--- src/rtl/dcnn_pkg.sv ---
// Shared constants and state encoding for the CNN input row path.
// Imported by the row sequencer and its serializer.
package dcnn_pkg;

  localparam int ROW_W_DEF  = 480;
  localparam int WORD_W_DEF = 16;

  localparam logic [2:0] S_IDLE     = 3'd0;
  localparam logic [2:0] S_REQ      = 3'd1;
  localparam logic [2:0] S_WAIT_ROW = 3'd2;
  localparam logic [2:0] S_SHIFT    = 3'd3;
  localparam logic [2:0] S_FIN      = 3'd4;

  typedef enum logic [2:0] {
    IDLE     = S_IDLE,
    REQ      = S_REQ,
    WAIT_ROW = S_WAIT_ROW,
    SHIFT    = S_SHIFT,
    FIN      = S_FIN
  } state_e;

  function automatic int words_of(
    input int row_w,
    input int word_w
  );
    return row_w / word_w;
  endfunction

endpackage

--- src/rtl/row_serializer.sv ---
// Holds one row and hands it out LSW first, one word per accept.
// valid drops after the last word until the next load.
module row_serializer
  import dcnn_pkg::*;
#(
  parameter int ROW_W  = ROW_W_DEF,
  parameter int WORD_W = WORD_W_DEF
) (
  input  logic              clk_i,
  input  logic              rst_ni,
  input  logic              load_i,
  input  logic              accept_i,
  input  logic              clear_i,
  input  logic [ROW_W-1:0]  row_i,
  output logic [WORD_W-1:0] word_o,
  output logic              valid_o,
  output logic              last_o
);

  localparam int WORDS = words_of(ROW_W, WORD_W);
  localparam int CW    = (WORDS > 1) ? $clog2(WORDS) : 1;

  logic [ROW_W-1:0] shreg_q, shreg_d;
  logic [CW-1:0]    cnt_q, cnt_d;
  logic             vld_q, vld_d;

  assign word_o  = shreg_q[WORD_W-1:0];
  assign valid_o = vld_q;
  assign last_o  = (cnt_q == CW'(WORDS - 1));

  always_comb begin
    shreg_d = shreg_q;
    cnt_d   = cnt_q;
    vld_d   = vld_q;
    if (clear_i) begin
      shreg_d = '0;
      cnt_d   = '0;
      vld_d   = 1'b0;
    end else if (load_i) begin
      shreg_d = row_i;
      cnt_d   = '0;
      vld_d   = 1'b1;
    end else if (accept_i && vld_q) begin
      shreg_d = shreg_q >> WORD_W;
      cnt_d   = last_o ? '0 : cnt_q + 1'b1;
      vld_d   = !last_o;
    end
  end

  always_ff @(posedge clk_i or negedge rst_ni) begin
    if (!rst_ni) begin
      shreg_q <= '0;
      cnt_q   <= '0;
      vld_q   <= 1'b0;
    end else begin
      shreg_q <= shreg_d;
      cnt_q   <= cnt_d;
      vld_q   <= vld_d;
    end
  end

endmodule

--- src/rtl/row_send_ctrl.sv ---
// Row request / serialise sequencer feeding the CNN input datapath.
// Counts rows per image, raises stop at image end or abort.
module row_send_ctrl
  import dcnn_pkg::*;
#(
  parameter int ROW_W    = ROW_W_DEF,
  parameter int WORD_W   = WORD_W_DEF,
  parameter int IMG_ROWS = 30,
  localparam int RW      = (IMG_ROWS > 1) ? $clog2(IMG_ROWS) : 1
) (
  input  logic              clk,
  input  logic              rst,
  input  logic              start,
  input  logic              interrupt,
  output logic              row_req,
  input  logic [ROW_W-1:0]  row_in,
  input  logic              row_valid,
  output logic [WORD_W-1:0] word_out,
  output logic              word_valid,
  input  logic              word_ready,
  output logic [RW-1:0]     row_idx,
  output logic              busy,
  output logic              stop,
  output logic              done
);

  state_e        state_q, state_d;
  logic [RW-1:0] row_cnt_q, row_cnt_d;
  logic          load, clear, accept, last;

  row_serializer #(
    .ROW_W  (ROW_W),
    .WORD_W (WORD_W)
  ) u_ser (
    .clk_i    (clk),
    .rst_ni   (rst),
    .load_i   (load),
    .accept_i (accept),
    .clear_i  (clear),
    .row_i    (row_in),
    .word_o   (word_out),
    .valid_o  (word_valid),
    .last_o   (last)
  );

  // an abort beats a same-cycle accept
  assign accept = word_valid && word_ready && !interrupt;

  always_comb begin
    state_d   = state_q;
    row_cnt_d = row_cnt_q;
    load      = 1'b0;
    clear     = 1'b0;
    if (state_q != IDLE && interrupt) begin
      state_d   = IDLE;
      row_cnt_d = '0;
      clear     = 1'b1;
    end else begin
      unique case (state_q)
        IDLE: begin
          if (start && !interrupt) begin
            row_cnt_d = '0;
            state_d   = REQ;
          end
        end
        REQ: state_d = WAIT_ROW;
        WAIT_ROW: begin
          if (row_valid) begin
            load    = 1'b1;
            state_d = SHIFT;
          end
        end
        SHIFT: begin
          if (accept && last) begin
            if (row_cnt_q == RW'(IMG_ROWS - 1)) begin
              state_d = FIN;
            end else begin
              row_cnt_d = row_cnt_q + 1'b1;
              state_d   = REQ;
            end
          end
        end
        FIN: state_d = IDLE;
        default: state_d = IDLE;
      endcase
    end
  end

  always_ff @(posedge clk or negedge rst) begin
    if (!rst) begin
      state_q   <= IDLE;
      row_cnt_q <= '0;
    end else begin
      state_q   <= state_d;
      row_cnt_q <= row_cnt_d;
    end
  end

  assign row_req = (state_q == REQ);
  assign busy    = (state_q != IDLE);
  assign stop    = (state_q == IDLE) || (state_q == FIN);
  assign done    = (state_q == FIN);
  assign row_idx = row_cnt_q;

endmodule

--- config.mk ---
export PLATFORM = sky130hd
export DESIGN_NAME = row_send_ctrl
export DESIGN_NICKNAME = d
export VERILOG_FILES = /design/src/rtl/dcnn_pkg.sv /design/src/rtl/row_serializer.sv /design/src/rtl/row_send_ctrl.sv
export SDC_FILE = /design/constraint.sdc
export NUM_CORES = 1
export LEC_CHECK = 0
export CAP_MARGIN = 20
export CORE_ASPECT_RATIO = 1.4
export CORE_UTILIZATION = 46
export CTS_CLUSTER_DIAMETER = 200
export DETAILED_ROUTE_END_ITERATION = 10
export PLACE_DENSITY = 0.77
export SLEW_MARGIN = 10
export SYNTH_ARGS = -nofsm -noshare
export SYNTH_HDL_FRONTEND = slang
export SYNTH_SLANG_ARGS = --single-unit
export TNS_END_PERCENT = 20
--- constraint.sdc ---
create_clock -name clk -period 1.8 [get_ports clk]
set_clock_uncertainty 0.1 [all_clocks]
set_input_delay 0.45 -clock clk [delete_from_list [all_inputs] [get_ports clk]]
set_output_delay 0.45 -clock clk [all_outputs]
set_load 0.02 [all_outputs]
# Word-level counts from Yosys, hierarchy flattened
# Index checks and enable logic that the tools add are counted.
# totals
out_inout_bits,26
word_cells,57
input_bits,486
ff_bits,494
# classes
n_mux,25
n_eq_ne,10
n_addsub,2
reduce_logical,15
# op_table
operator,n
$mux W480,3
$mux W5,8
$mux W3,5
$ne A3 B3 Y1 const B,4
$pmux W3 S4,1
$add A5 B1 Y5 const B,2
$eq A5 B5 Y1 const B,2
$pmux W5 S2,1
$reduce_bool A3 Y1,3
$mux W1,7
$eq A3 B2 Y1 const B,2
$logic_and A1 B1 Y1,6
$reduce_and A4 Y1,1
$eq A3 B1 Y1 const B,1
$eq A3 B3 Y1 const B,1
$logic_not A3 Y1,1
$reduce_and A3 Y1,1
$logic_not A1 Y1,2
$logic_or A1 B1 Y1,1

# Depth between registers and ports, before layout
# Gate-level depths: netlist of the first run.
# depth
depth_word,6
depth_mapped,9
ltp_nobuf,6

# Hierarchy
# From an unflattened synthesis of the first run, not the netlist that was laid out.
# hier_totals
hier_cells,2219
hier_area_um2,24174.4
# by_module_without_submodules
mod,seq_area_each_um2,cells_each,instances,area_per_inst_um2
row_serializer,12161.7,2152,1,23576.4
row_send_ctrl,200.2,67,1,598.1

# Worst setup path after synthesis of the first run
# No wires, ideal clock.
# synth_path
path_kind,register to register
startpoint,"register row_cnt_q[0], in the netlist row_idx[0]"
endpoint,"register row_cnt_q[0], in the netlist row_idx[0]"
slack_ps,-70
t_required_ps,1575
stages_incl_launch_ff,6
path_buffers,0
synth_period_minus_slack_ps,1870
arrival_ps,1645
setup_time_ps,125
path_cell_list,dfrtp_1 ha_1 nand4_1 a211oi_1 nor3_1 mux2_2
# synth_between
elab_chain_len,5
elab_cells_between_ends,8
cone_classes,add/sub: 1; eq/ne: 2; mux: 4; reduce/logical: 1
# synth_lines
element,line_no,source
"start, declared",row_send_ctrl.sv:28,"logic [RW-1:0] row_cnt_q, row_cnt_d;"
"start signal, assigned",row_send_ctrl.sv:95,row_cnt_q <= row_cnt_d;
$add A5 B1 Y5,row_send_ctrl.sv:78,row_cnt_d = row_cnt_q + 1'b1;
$mux W5,row_send_ctrl.sv:75,if (row_cnt_q == RW'(IMG_ROWS - 1)) begin
$mux W5,row_send_ctrl.sv:74,if (accept && last) begin
$pmux W5 S2,row_send_ctrl.sv:59,unique case (state_q)
$mux W5,row_send_ctrl.sv:54,if (state_q != IDLE && interrupt) begin
# Several ways; a longest one is shown, not always the timed one. The select of a mux whose other input is x is not followed.
# A chain may end at the register's enable or synchronous reset.

# Worst setup path in the final report of the first run
# layout_path
startpoint,input row_valid
endpoint,register u_ser.shreg_q[7]
# layout_between
elab_chain_len,5
elab_cells_between_ends,6
cone_classes,mux: 5; reduce/logical: 1
# layout_lines
element,line_no,source
"start, declared",row_send_ctrl.sv:17,"input logic row_valid,"
$mux W1 (*),row_send_ctrl.sv:68,if (row_valid) begin
$mux W1 (*),row_send_ctrl.sv:59,
$mux W1 (*),row_send_ctrl.sv:54,
$mux W480,row_serializer.sv:39,end else if (load_i) begin
$mux W480,row_serializer.sv:35,if (clear_i) begin
"end signal, assigned",row_serializer.sv:56,shreg_q <= shreg_d;
"end, declared",row_serializer.sv:23,"logic [ROW_W-1:0] shreg_q, shreg_d;"
# Every way passes the cells marked *; elsewhere a longest branch is shown, timed or not.

==> results of run 1 <==
[per-layer routing]
metal	global-route usage, %	up-vias	share of wire (%)
met5	0	-	0
met4	13.1	0	5.4
met3	3.63	244	7.8
met2	49.3	1243	48
met1	39.4	10400	38
li1	-	9224	-
[layout by cell type (no fill, tap or decap), types with 4 or more instances in the layout]
master           instances
a21oi_1                  4
a22o_1                  16
a2bb2oi_1              320
a2bb2oi_2              144
buf_12                  52
buf_16                  12
buf_2                    6
buf_4                  122
buf_6                   38
buf_8                   19
bufinv_16                5
clkbuf_1                 6
clkbuf_16               72
clkbuf_8                10
clkdlybuf4s15_2         12
clkdlybuf4s50_1        484
clkinv_2                 9
clkinvlp_4               4
dfrtp_1                487
dfrtp_2                  7
ha_1                     4
inv_1                    4
nand2_1                421
nand2_2                 46
nor2_1                  10
o21ai_0                455
o21ai_1                 11
o41ai_1                  4
[per-stage QoR]
step | setup slack [ps] | utilization (%) | TNS, ps | hold slack (ps) | std cells
2_1_floorplan | -4.65 | - | -50.8 | 54.4 | 2212
3_3_place_gp | -720 | 60.9 | -290280 | 223 | 3323
3_5_place_dp | -805 | 60.9 | -299610 | 228 | 3323
4_1_cts | -271 | 65.6 | -98320 | 252 | 3425
5_1_grt | -382 | 69.5 | -120560 | 267 | 3470
6_report | -350 | 69.5 | -94560 | 269 | 3470
[registers in the layout, indices dropped and copies added, names as in the netlist]
name	cells
u_ser.shreg_q	480
u_ser.cnt_q	5
u_ser.valid_o	1
state_q	3
row_idx	5
[how the worst max path moves through the flow]
stage | from | end | slack (ps) | cells after the start
6_report | row_valid | u_ser.shreg_q[7]$_DFFE_PN0P_ | -350 | 9
5_1_grt | state_q[0]$_DFFE_PN0P_ | u_ser.shreg_q[7]$_DFFE_PN0P_ | -380 | 9
3_5_place_dp | row_valid | u_ser.shreg_q[190]$_DFFE_PN0P_ | -810 | 8
4_1_cts | state_q[0]$_DFFE_PN0P_ | u_ser.shreg_q[352]$_DFFE_PN0P_ | -270 | 9
2_1_floorplan | state_q[1]$_DFFE_PN0P_ | u_ser.shreg_q[470]$_DFFE_PN0P_ | -5 | 7
3_3_place_gp | row_valid | u_ser.shreg_q[146]$_DFFE_PN0P_ | -720 | 8
[cell usage after synthesis]
| library cell | n |
|---|---|
| a211oi_1 | 2 |
| a21oi_1 | 5 |
| a21oi_4 | 1 |
| a221oi_1 | 1 |
| a22o_1 | 16 |
| a2bb2oi_1 | 464 |
| a31o_2 | 2 |
| a41oi_1 | 1 |
| and2_1 | 3 |
| and3_1 | 3 |
| and3b_1 | 2 |
| and4_1 | 1 |
| buf_2 | 130 |
| buf_4 | 31 |
| buf_6 | 2 |
| clkbuf_1 | 69 |
| dfrtp_1 | 494 |
| ha_1 | 4 |
| inv_1 | 4 |
| inv_2 | 1 |
| mux2_2 | 2 |
| nand2_1 | 468 |
| nand3_1 | 3 |
| nand3b_1 | 2 |
| nand4_1 | 1 |
| nand4bb_1 | 1 |
| nor2_1 | 11 |
| nor3_1 | 4 |
| nor3_2 | 1 |
| nor3_4 | 1 |
| nor3b_1 | 3 |
| nor4bb_1 | 1 |
| o211a_1 | 1 |
| o211ai_1 | 2 |
| o21a_1 | 1 |
| o21ai_0 | 456 |
| o21ai_1 | 10 |
| o21ai_2 | 1 |
| o41ai_1 | 4 |
| o41ai_2 | 2 |
| or3_4 | 1 |
[layout make-up]
type                            instances  area, µm²  area share (%)
Multi-Input combinational cell       1481       9900            29.6
Timing Repair Buffer                  775       8730            26.1
Clock inverter                         20        243           0.727
Inverter                                5       18.8          0.0562
Clock buffer                           63       1340            4.00
Antenna cell                            2       5.00          0.0150
Sequential cell                       494      12400            37.0
Tap cell                              630        788            2.36
[power groups by stage]
stage | Clock [mW] | Sequential, mW | Combinational, mW
floorplan | 0 | 18.7 | 15.1
global placement | 0 | 20.0 | 21.0
detailed placement | 0 | 20.1 | 21.8
CTS | 10.3 | 20.1 | 22.8
global route | 10.8 | 21.0 | 29.1
finish | 10.3 | 20.7 | 27.4
[logic make-up (layout without fill, tap and decap cells)]
family                     count (synthesis)  in the layout
DFF                                      494            494
other                                      0              2
buffers and inverters                    237            863
AOI/OAI and AO/OA                        969            969
and+or+nand+nor                          506            506
adders and majority gates                  4              4
muxes                                      2              2
[worst max-delay path, cell delays in order]
cell	delay [ps]
clkdlybuf4s50_1	460
nor3b_2	190
buf_4	140
o21ai_4	260
buf_6	160
buf_4	120
bufbuf_16	300
o21ai_0	210
a2bb2oi_2	230
[repair_timing]
action | in CTS | in global routing
pin swaps | 16 | 38
hold endpoints to repair | 136 | 0
buffers inserted | 11 | 17
endpoints found under the setup margin | 508 | 499
cloned | 7 | 30
resized for setup | 176 | 221
hold buffers | 1 | 0
==> flow_metrics.tcl, run 1 <==
set metrics [dict create \
    run_status "complete, but fails checks" \
    violations "setup timing" \
    max-slew-margin-rel_pct 62.8 \
    r2r_end "u_ser.shreg_q[7]$_DFFE_PN0P_" \
    clkPwrFrac_pct 17.6 \
    critical_path_class "in2reg" \
    seq_area_frac_synth_pct 55.3 \
    leakagePower_nw 13.6 \
    root_buffer "clkbuf_16" \
    hold_violations 0 \
    finalWorstSetupSlack_ps -350 \
    initial_core_util_pct 46.6 \
    avgViaCountPerCell 6.08 \
    period_share_pct 119 \
    route.vias.total 21100 \
    reg2regPathDepth 9 \
    fp.dieH_um 263 \
    syn_inst 2212 \
    grt_overflow_total 0 \
    cts.clk_slew.worst_paths_ps 70 \
    power.total_mw 58.3 \
    cap_violations 0 \
    rows 95 \
    drtIter0Drc 1994 \
    wl_mm 81.4 \
    drive_above_1_share_pct 20.6 \
    clockBufferDepth 3 \
    cp_data_required_time_ps 2170 \
    combPwrFrac_pct 47.0 \
    synth_compound_area_share_pct 30.1 \
    synth_area_leaders "dfrtp_1 55%, a2bb2oi_1 18%, o21ai_0 10%, nand2_1 7.9%, buf_2 2.9%" \
    syn_nets 2702 \
    cp_max_fo 27 \
    htreeDepth 2 \
    core-area_um2 48000 \
    cts_tree "built" \
    reg2reg_from "state_q[0]$_DFFE_PN0P_" \
    dp_hpwl_mm 53.1 \
    dieArea_um2 49500 \
    synth_top_family_by_area "compound AO/OA/AOI/OAI gates" \
    synth_warnings 0 \
    ant_nets 0 \
    grt_pass1_vias 20400 \
    numCtsBuffers 46 \
    wl_per_cell_um 23.5 \
    design_area_um2 33400 \
    powerDensity_nw_per_um2 1750 \
    die_w_um 188 \
    synthMuxAreaShare_pct 0.101 \
    synth-xor-area-share_pct 0 \
    finalSetupViolations 492 \
    irDropWorstVdd_mv 0.949 \
    end_kind "register" \
    synthAdderAreaFrac_pct 0.224 \
    grt_max_degree 61 \
    p_seq_share_pct 35.4 \
    rsz0062_at_grt "true" \
    areaGrowthSynthToFinish_pct 49.4 \
    hp-class "in2async" \
    clock-sinks 494 \
    worst_slew_pin_slew_ps 552 \
    fmax_ghz 0.465 \
    gp_congestion 0.919 \
    nets 3293 \
    drc 0 \
    cp.arrival_ps 2520 \
    final_max_slew_viol_count 0 \
    dpl_cell_area_um2 29300 \
    io_buffers 511 \
    p_sw_share_pct 34.9 \
    synthSimpleGateAreaFrac_pct 8.94 \
    syn_avg_cell_area_um2 10.1 \
    ys_seq_elements 494 \
    start_kind "input port" \
    clk_latency_ps 570 \
    grt_pass1_wl_mm 115 \
    dr.pass1.iters 5 \
    internal_power_mw 38.0 \
    grt_use_total_pct 29.8 \
    fill_cells 3288 \
    yosysTopAreaCell "dfrtp_1" \
    yosys.area.top_type_share_pct 55.3 \
    power_switching_mw 20.4 \
    synth.distinct_cells 41 \
    regToRegSetupSlack_ps -350 \
    antenna_found_initial 2 \
    synth_area_um2 22400 \
    period_minus_slack_ps 2150 \
    ioPinCount 512 \
]
Note: power is estimated with default switching activity, not from simulation.
==> inputs of run 2 (changes only) <==
--- a/config.mk
+++ b/config.mk
@@ -7,11 +7,10 @@
 export LEC_CHECK = 0
 export CAP_MARGIN = 20
 export CORE_ASPECT_RATIO = 1.4
-export CORE_UTILIZATION = 46
+export CORE_UTILIZATION = 51
 export CTS_CLUSTER_DIAMETER = 200
 export DETAILED_ROUTE_END_ITERATION = 10
-export PLACE_DENSITY = 0.77
-export SLEW_MARGIN = 10
+export PLACE_DENSITY = 0.81
 export SYNTH_ARGS = -nofsm -noshare
 export SYNTH_HDL_FRONTEND = slang
 export SYNTH_SLANG_ARGS = --single-unit
==> constraint.sdc (replaced) <==
create_clock -name clk -period 2.1 [get_ports clk]
set_clock_uncertainty 0.1 [all_clocks]
set_input_delay 0.525 -clock clk [delete_from_list [all_inputs] [get_ports clk]]
set_output_delay 0.525 -clock clk [all_outputs]
set_load 0.02 [all_outputs]
==> flow_metrics.tcl, run 2 (synthesis results as in run 1) <==
set metrics [dict create \
    drive_above_1_share_pct 10.8 \
    clock-sinks 494 \
    reg2regPathDepth 9 \
    grt_pass1_vias 20100 \
    avgViaCountPerCell 6.22 \
    grt_overflow_total 0 \
    core-area_um2 43100 \
    dp_hpwl_mm 50.7 \
    end_kind "output port" \
    cap_violations 0 \
    route.vias.total 20500 \
    wl_mm 74.4 \
    p_seq_share_pct 37.5 \
    fill_cells 2920 \
    areaGrowthSynthToFinish_pct 39.1 \
    period_share_pct 105 \
    worst_slew_pin_slew_ps 680 \
    leakagePower_nw 12.8 \
    period_minus_slack_ps 2210 \
    rows 90 \
    fin_cells 3292 \
    layout_commonest_cell "dfrtp_1" \
    hold-worst-slack_ps 387 \
    cp_max_fo 4 \
    fmax_ghz 0.452 \
    combPwrFrac_pct 43.7 \
    cp_data_required_time_ps 1470 \
    violations "setup timing" \
    drtIter0Drc 2035 \
    dr.pass1.iters 5 \
    reg2reg_from "state_q[0]$_DFFE_PN0P_" \
    nets 3197 \
    start_kind "register" \
    grt_max_degree 80 \
    max-slew-margin-rel_pct 54.2 \
    ioPinCount 512 \
    regArea_um2 12400 \
    mostFrequentLayoutCells "493 x dfrtp_1, 484 x clkdlybuf4s50_1, 463 x nand2_1" \
    finalWorstSetupSlack_ps -112 \
    grt_use_total_pct 31.6 \
    power_switching_mw 16.1 \
    cp.arrival_ps 1590 \
    largest_reg_flops 480 \
    die_w_um 179 \
    cts.clk_slew.worst_paths_ps 70 \
    clockBufferDepth 3 \
    irDropWorstVdd_mv 0.745 \
    gp_congestion 0.967 \
    fin_setup_tns_ps -165 \
    final_max_slew_viol_count 0 \
    clk_latency_ps 570 \
    regToRegSetupSlack_ps -50 \
    fp.dieH_um 250 \
    ant_nets 0 \
    numCtsBuffers 46 \
    grt_pass1_wl_mm 109 \
    place_inst 3189 \
    top_register "u_ser.shreg_q" \
    finalSetupViolations 2 \
    multi_input_comb_area_um2 9060 \
    pre_cts_slack_ps -508 \
    run_status "complete, but fails checks" \
    p_sw_share_pct 34.6 \
    hp-class "in2async" \
    hold_violations 0 \
    cts_tree "built" \
    root_buffer "clkbuf_16" \
    internal_power_mw 30.4 \
    initial_core_util_pct 51.8 \
    drc 0 \
    htreeDepth 2 \
    powerDensity_nw_per_um2 1500 \
    power.total_mw 46.6 \
    dieArea_um2 44700 \
    r2r_end "u_ser.shreg_q[90]$_DFFE_PN0P_" \
    clkPwrFrac_pct 18.8 \
    rsz0062_at_grt "true" \
    critical_path_class "reg2out" \
    wl_per_cell_um 22.6 \
    antenna_found_initial 1 \
    io_buffers 511 \
]
-- run 2: changes by cell type in the layout (fill, tap and decap cells not counted), moves of 15 or more --
| cell | before | now |
|---|---|---|
| nand2_2 | 46 | 4 |
| buf_8 | 19 | 4 |
| buf_4 | 122 | 89 |
| a2bb2oi_2 | 144 | 32 |
| nand2_1 | 421 | 463 |
| dlygate4sd2_1 | 0 | 21 |
| buf_6 | 38 | 12 |
| a2bb2oi_1 | 320 | 432 |
-- run 2: how the worst max path moves through the flow --
stage	endpoint	startpoint
after floorplan	row_idx[3]$_DFFE_PN0P_	interrupt
after global placement	u_ser.shreg_q[192]$_DFFE_PN0P_	row_valid
after detailed placement	u_ser.shreg_q[287]$_DFFE_PN0P_	row_valid
after CTS	busy	state_q[0]$_DFFE_PN0P_
after global routing	busy	state_q[1]$_DFFE_PN0P_
final	busy	state_q[1]$_DFFE_PN0P_
-- run 2: cell type report --
cell class / count / area share [%]
sequential: 494 / 39.8
multi-input combinational: 1481 / 29.1
timing repair buffer: 679 / 23.8
clock buffer: 67 / 4.39
tap: 552 / 2.22
clock inverter: 13 / 0.660
inverter: 5 / 0.0604
antenna: 1 / 0.00805
-- run 2: through the flow --
stage | utilization [%] | cell area, µm²
after global placement | 66.7 | 28800
after detailed placement | 66.7 | 28800
after CTS | 70.5 | 30400
after global routing | 72.1 | 31100
after floorplan | - | 22400
final | 72.1 | 31100
-- run 2: routing by layer --
layer  share of wire (%)  track usage (%)
met1                  38             41.0
met2                  48             50.3
met3                 8.7             4.14
met4                 6.1             18.8
met5                   0                0
-- run 2: power by group through the flow --
stage          Sequential, mW  Clock, mW  Combinational (mW)
2_1_floorplan            16.0          0                13.0
5_1_grt                  17.8       9.20                21.8
3_5_place_dp             17.2          0                18.5
6_report                 17.5       8.76                20.4
4_1_cts                  17.2       8.83                18.7
3_3_place_gp             17.1          0                17.7
-- run 2: worst max-delay path, cell delays in order, from the launching register on --
cell and delay [ps]:
dfrtp_1 410, buf_6 130, nor3_4 200, inv_2 130, buf_6 150
-- run 2: repair_timing --
action,CTS,global route
setup buffers,4,5
gates cloned,0,12
resized for setup,50,69
hold buffers,1,0
pin swaps,1,3
endpoints found under the setup margin,101,437
hold endpoints to repair,29,0
